`src/rtl/rev_dot_mac.sv`:
```
// Purpose : unsigned dot-product MAC; each term is a WIDTH-cycle shift-add multiply, products summed with reversible ripple adders.
// Latency : accept edge T -> MUL edges T+1..T+WIDTH, ACC edge T+WIDTH+1 (result visible after it); one term per WIDTH+2 cycles.
// Backpress: in_ready is high only in IDLE; a pending result holds all outputs stable until out_ready is seen.
//
// Ports: clk/rst_n (async active-low), in_valid/in_ready/a/b/in_last term input,
//        out_valid/out_ready/out_acc/out_ovf result output (out_acc/out_ovf are zero while out_valid=0).

// Reversible 3-bit Toffoli: controls pass through, target flips when both controls are 1.
module toffoli_gate (
    input  logic a,
    input  logic b,
    input  logic c,
    output logic p,
    output logic q,
    output logic r
);
    assign p = a;
    assign q = b;
    assign r = c ^ (a & b);
endmodule

// Reversible full adder: first Toffoli forms x&y on a zero ancilla, CNOT forms x^y,
// second Toffoli folds (x^y)&cin into the ancilla. The two terms are mutually
// exclusive, so the XOR in the ancilla equals the carry. Pass-through outputs are garbage.
module rev_full_adder (
    input  logic x,
    input  logic y,
    input  logic cin,
    output logic s,
    output logic cout
);
    logic g_and;
    logic x_xor_y;
    logic unused_p0, unused_q0, unused_p1, unused_q1;

    toffoli_gate u_t0 (.a(x), .b(y), .c(1'b0), .p(unused_p0), .q(unused_q0), .r(g_and));
    assign x_xor_y = x ^ y;
    toffoli_gate u_t1 (.a(x_xor_y), .b(cin), .c(g_and), .p(unused_p1), .q(unused_q1), .r(cout));
    assign s = x_xor_y ^ cin;
endmodule

// N-bit ripple-carry adder built from reversible full adders.
module rev_ripple_add #(
    parameter int N = 8
) (
    input  logic [N-1:0] x,
    input  logic [N-1:0] y,
    output logic [N-1:0] s,
    output logic         cout
);
    logic [N:0] c;
    assign c[0] = 1'b0;
    for (genvar k = 0; k < N; k++) begin : g_bit
        rev_full_adder u_fa (.x(x[k]), .y(y[k]), .cin(c[k]), .s(s[k]), .cout(c[k+1]));
    end
    assign cout = c[N];
endmodule

module rev_dot_mac #(
    parameter int WIDTH = 8,
    parameter int LEN   = 4,
    parameter int ACC_W = 2*WIDTH + ((LEN > 1) ? $clog2(LEN) : 1)
) (
    input  logic             clk,
    input  logic             rst_n,
    input  logic             in_valid,
    output logic             in_ready,
    input  logic [WIDTH-1:0] a,
    input  logic [WIDTH-1:0] b,
    input  logic             in_last,
    output logic             out_valid,
    input  logic             out_ready,
    output logic [ACC_W-1:0] out_acc,
    output logic             out_ovf
);
    localparam int IW = $clog2(WIDTH);
    localparam int CW = $clog2(LEN + 2);
    localparam int PW = 2 * WIDTH;

    typedef enum logic [1:0] {IDLE, MUL, ACC, OUT} state_t;

    state_t             state_q, state_d;
    logic [WIDTH-1:0]   a_q, b_q;
    logic               last_q;
    logic [IW-1:0]      i_q;
    logic [PW-1:0]      prod_q;
    logic [ACC_W-1:0]   acc_q;
    logic [CW-1:0]      term_cnt_q;
    logic               ovf_sticky_q;

    // Shift-add step: addend is a<<i when b[i] is set, else zero.
    logic [PW-1:0]      addend;
    logic [PW-1:0]      prod_sum;
    logic               unused_prod_cout;
    logic [ACC_W-1:0]   acc_sum;
    logic               acc_cout;
    logic [CW-1:0]      term_nxt;
    logic               ovf_nxt;

    assign addend = b_q[i_q] ? ({{WIDTH{1'b0}}, a_q} << i_q) : '0;

    rev_ripple_add #(.N(PW)) u_prod_add (
        .x(prod_q), .y(addend), .s(prod_sum), .cout(unused_prod_cout)
    );

    rev_ripple_add #(.N(ACC_W)) u_acc_add (
        .x(acc_q), .y({{(ACC_W-PW){1'b0}}, prod_q}), .s(acc_sum), .cout(acc_cout)
    );

    // Term counter saturates at LEN+1 so "more than LEN" stays visible without wrapping.
    assign term_nxt = (term_cnt_q == CW'(LEN + 1)) ? term_cnt_q : term_cnt_q + 1'b1;
    assign ovf_nxt  = ovf_sticky_q | acc_cout | (term_nxt > CW'(LEN));

    always_ff @(posedge clk or negedge rst_n) begin
        if (!rst_n) state_q <= IDLE;
        else        state_q <= state_d;
    end

    always_comb begin
        state_d  = state_q;
        in_ready = 1'b0;
        case (state_q)
            IDLE: begin
                in_ready = 1'b1;
                if (in_valid) state_d = MUL;
            end
            MUL:  if (i_q == IW'(WIDTH - 1)) state_d = ACC;
            ACC:  state_d = last_q ? OUT : IDLE;
            OUT:  if (out_ready) state_d = IDLE;
            default: state_d = IDLE;
        endcase
    end

    always_ff @(posedge clk or negedge rst_n) begin
        if (!rst_n) begin
            a_q          <= '0;
            b_q          <= '0;
            last_q       <= 1'b0;
            i_q          <= '0;
            prod_q       <= '0;
            acc_q        <= '0;
            term_cnt_q   <= '0;
            ovf_sticky_q <= 1'b0;
            out_valid    <= 1'b0;
            out_acc      <= '0;
            out_ovf      <= 1'b0;
        end else begin
            case (state_q)
                IDLE: if (in_valid) begin
                    a_q    <= a;
                    b_q    <= b;
                    last_q <= in_last;
                    prod_q <= '0;
                    i_q    <= '0;
                end
                MUL: begin
                    prod_q <= prod_sum;
                    i_q    <= i_q + 1'b1;
                end
                ACC: begin
                    acc_q        <= acc_sum;
                    term_cnt_q   <= term_nxt;
                    ovf_sticky_q <= ovf_nxt;
                    if (last_q) begin
                        out_valid <= 1'b1;
                        out_acc   <= acc_sum;
                        out_ovf   <= ovf_nxt;
                    end
                end
                OUT: if (out_ready) begin
                    acc_q        <= '0;
                    term_cnt_q   <= '0;
                    ovf_sticky_q <= 1'b0;
                    out_valid    <= 1'b0;
                    out_acc      <= '0;
                    out_ovf      <= 1'b0;
                end
                default: ;
            endcase
        end
    end
endmodule
```
`config.mk`:
```
export PLATFORM = sky130hd
export DESIGN_NAME = rev_dot_mac
export DESIGN_NICKNAME = d
export VERILOG_FILES = /design/src/rtl/rev_dot_mac.sv
export SDC_FILE = /design/constraint.sdc
export NUM_CORES = 1
export LEC_CHECK = 0
export ABC_AREA = 1
export BUFFER_PORTS_ARGS = -buffer_cell sky130_fd_sc_hd__buf_4
export CAP_MARGIN = 0
export CORE_AREA = 3 3 85 87
export CTS_CLUSTER_DIAMETER = 80
export DETAILED_ROUTE_END_ITERATION = 12
export DIE_AREA = 0 0 88 90
export PLACE_DENSITY = 0.84
export SLEW_MARGIN = 10
export SYNTH_ARGS = -nofsm -noshare
export SYNTH_HDL_FRONTEND = slang
export SYNTH_SLANG_ARGS = --single-unit
```
`constraint.sdc`:
```
create_clock -name clk -period 17.2 [get_ports clk]
set_clock_uncertainty 0.2 [all_clocks]
set_input_delay 0 -clock clk [delete_from_list [all_inputs] [get_ports clk]]
set_output_delay 0 -clock clk [all_outputs]
set_load 0.01 [all_outputs]
```
==> results.toml <==
[cts]
cts_tree = "done"
clk_path_buf_depth = 2
cts_resized = 0
insertion_delay_ns = 0.35
clock-sinks = 80
path_clk_slew_ns = 0.09
cts_buffers = 9
cts_root_buf = "clkbuf_8"
h-tree-depth = 3
post_cts_buffers = 0

[synth]
synthDistinctLibCells = 20
yosys.area.top_type = "dfrtp_1"
syn_nets = 510
synth_area_um2 = 4170
ys_seq_area_frac = 0.481
synth_seq_cells = 80
yosys_warnings = 0
avgSynthCellArea_um2 = 9.24
netlist_instances = 451
synthTopCellsByArea = "dfrtp_1 (48%), fa_1 (14%), nand2_1 (12%)"
synth_top_area_frac = 0.481

[grt]
gr-total-overflow = 0
antenna_found_initial = 0
grt_util_met1 = 0.308
grt_pass1_wl_mm = 14.8
grt_pass1_vias = 3247
grt.met3_usage = 0.0356
grt-busiest-layer = "met2"
met2_usage = 0.394
grt_usage = 0.237
grt_max_degree = 81

[sta]
hold_viol = 0
relSlewSlack = 0.356
slew_violations = 0
fin_setup_tns_ns = 0
worst_pin_slew_ns = 0.966
max_clock_freq_ghz = 0.117
layout_setup_ws_ns = 8.69
holdWs_ns = 0.142
final-setup-viol-count = 0
rsz0062_at_grt = "no"
period_share = 0.495
fin_crit_ns = 8.51

[worst_setup_path]
endpoint_kind = "flip-flop"
reg2reg_depth = 22
cp_max_fo = 3
cpPeakStageDelay_ns = 0.49
cp.required_ns = 17.20
cp.arrival_ns = 8.51
critPathKind = "reg2reg"
critPathSlowestCell = "fa_1"
critPathLaunch = "prod_q[0]"
reg2reg_slack_ns = 8.69
r2r-start = "prod_q[0]"
crit_top_cell = "fa_1"
crit_chain = "ha_1 > inv_1 > fa_1 > fa_1 > fa_1 > fa_1 > fa_1 > fa_1 > fa_1 > fa_1 > fa_1 > fa_1 > fa_1 > fa_1 > fa_1 > fa_1 > fa_1 > inv_1 > ha_1 > ha_1 > inv_1 > o21ai_0"
rr_endpoint = "acc_q[17]"
cp-start-kind = "flip-flop"
critPathCapture = "acc_q[17]"

[placed_design]
io_buffers = 41
dpl_worst_slack_ns = 8.71
dpl_cell_area_um2 = 4490
dp.cells = 552
hpwl_mm = 5.92
globalplace.congestion = 0.834

[power_and_ir_drop]
p_sw_frac = 0.422
total_power_uw = 839
p_leak_nw = 2.29
combPwrFrac = 0.453
p_seq_frac = 0.357
power_frac_clock = 0.189
p_switching_uw = 354
power.internal_uw = 485
powerDensity_nw_per_um2 = 171
max-vdd-ir-drop_v = 0.0000921

[die]
fp.dieArea_um2 = 7920
die_h_um = 90
num_io_pins = 42
chipWidth_um = 88
coreArea_um2 = 6420
start_util = 0.649
rows = 29

[finish]
final_cells = 588
fin_nets = 565
diodes = 0
utilization = 0.765
stdcell_area_um2 = 4920
seq_area_um2 = 2000
drive_gt1_frac = 0.127
area_growth_syn_to_layout_pct = 18.0
fill_cells = 419
multi_input_area_um2 = 1850

[drt]
drc_errors = 0
drt-wirelength-per-cell_um = 14.4
vias = 3236
drt-initial-drc-count = 138
wirelength_mm = 8.46
dr.pass1.iters = 5
ant_nets = 0
drt-vias-per-instance = 5.50

[run_status]
status = "completed"

[min_path]
min_path_type = "in2async"

[flow_run]
cap_violations = 0
cell usage in the layout, fill, tap and decap left out, types with 6 or more instances in the layout:
cell type / Yosys / routed
ha_1: 9 / 9
inv_1: 58 / 58
nand3_1: 32 / 32
nor2_1: 6 / 6
clkbuf_8: 0 / 11
dfrtp_1: 80 / 80
fa_1: 29 / 29
nand2_1: 135 / 135
dlygate4sd3_1: 0 / 20
o21ai_1: 10 / 10
o22ai_1: 30 / 30
buf_4: 2 / 41
o21ai_0: 27 / 27
cells by family after synthesis:
family / Yosys count / share of synthesized area
DFF: 80 / 0.481
AOI/OAI and AO/OA: 72 / 0.0961
buffers and inverters: 79 / 0.0760
and+or+nand+nor: 181 / 0.179
xor gates and xnor gates: 1 / 0.00210
adders and majority gates: 38 / 0.166
power by group through the flow:
stage	registers (mW)	logic [mW]	clock network, mW
final	0.300	0.380	0.159
after detailed placement	0.303	0.374	0
after floorplan	0.296	0.275	0
after CTS	0.299	0.382	0.160
after global placement	0.299	0.356	0
after global routing	0.307	0.437	0.168
worst max-delay path, delay by kind of cell (launching register included):
| family | cells | cell delay [ns] |
|---|---|---|
| AO/OA/AOI/OAI | 1 | 0.10 |
| buffers and inverters | 3 | 0.22 |
| flip-flops | 1 | 0.40 |
| adder cells (fa/ha/maj) | 18 | 7.45 |
per-layer routing:
| metal | up-vias | wire length, um |
|---|---|---|
| met3 | 11 | 345 |
| li1 | 1552 | - |
| met2 | 94 | 4320 |
| met4 | 0 | 142 |
| met1 | 1579 | 3650 |
| met5 | - | 0 |
synth_stat cells:
| cell type | number |
|---|---|
| xor2_1 | 1 |
| nand2_1 | 135 |
| a21oi_1 | 4 |
| inv_1 | 58 |
| o22ai_1 | 30 |
| nand2_4 | 1 |
| nor2_2 | 3 |
| nor2_1 | 6 |
| o21ai_0 | 27 |
| buf_4 | 2 |
| fa_1 | 29 |
| nand3_1 | 32 |
| nand4_1 | 4 |
| ha_1 | 9 |
| dfrtp_1 | 80 |
| clkbuf_1 | 5 |
| buf_2 | 10 |
| o31ai_1 | 1 |
| inv_2 | 4 |
| o21ai_1 | 10 |
area by class of cell:
class,instances,area share
Tap cell,77,0.0196
Inverter,62,0.0473
Timing Repair Buffer,61,0.103
Clock inverter,5,0.0160
Sequential cell,80,0.407
Clock buffer,11,0.0308
Multi-Input combinational cell,292,0.376
worst min-delay path by stage:
stage                     startpoint       to  depth (start not counted)
after CTS                       a[2]   a_q[2]                          4
after global placement          a[5]   a_q[5]                          3
final                          rst_n  out_ovf                          2
after detailed placement        a[2]   a_q[2]                          3
after global routing            a[5]   a_q[5]                          4
after floorplan                rst_n   a_q[0]                          0
timing repair:
action	in CTS	in global routing
hold buffers	20	0
endpoints found under the hold margin	101	0
setup endpoints to repair	0	0
flip-flops by register name (all words and copies together) (netlist names), 2 cells and up:
register and cells:
a_q 8, acc_q 18, b_q 8, i_q 3, out_acc 18, prod_q 16
state_q 2, term_cnt_q 3
Note: power is estimated with default switching activity, not from simulation.
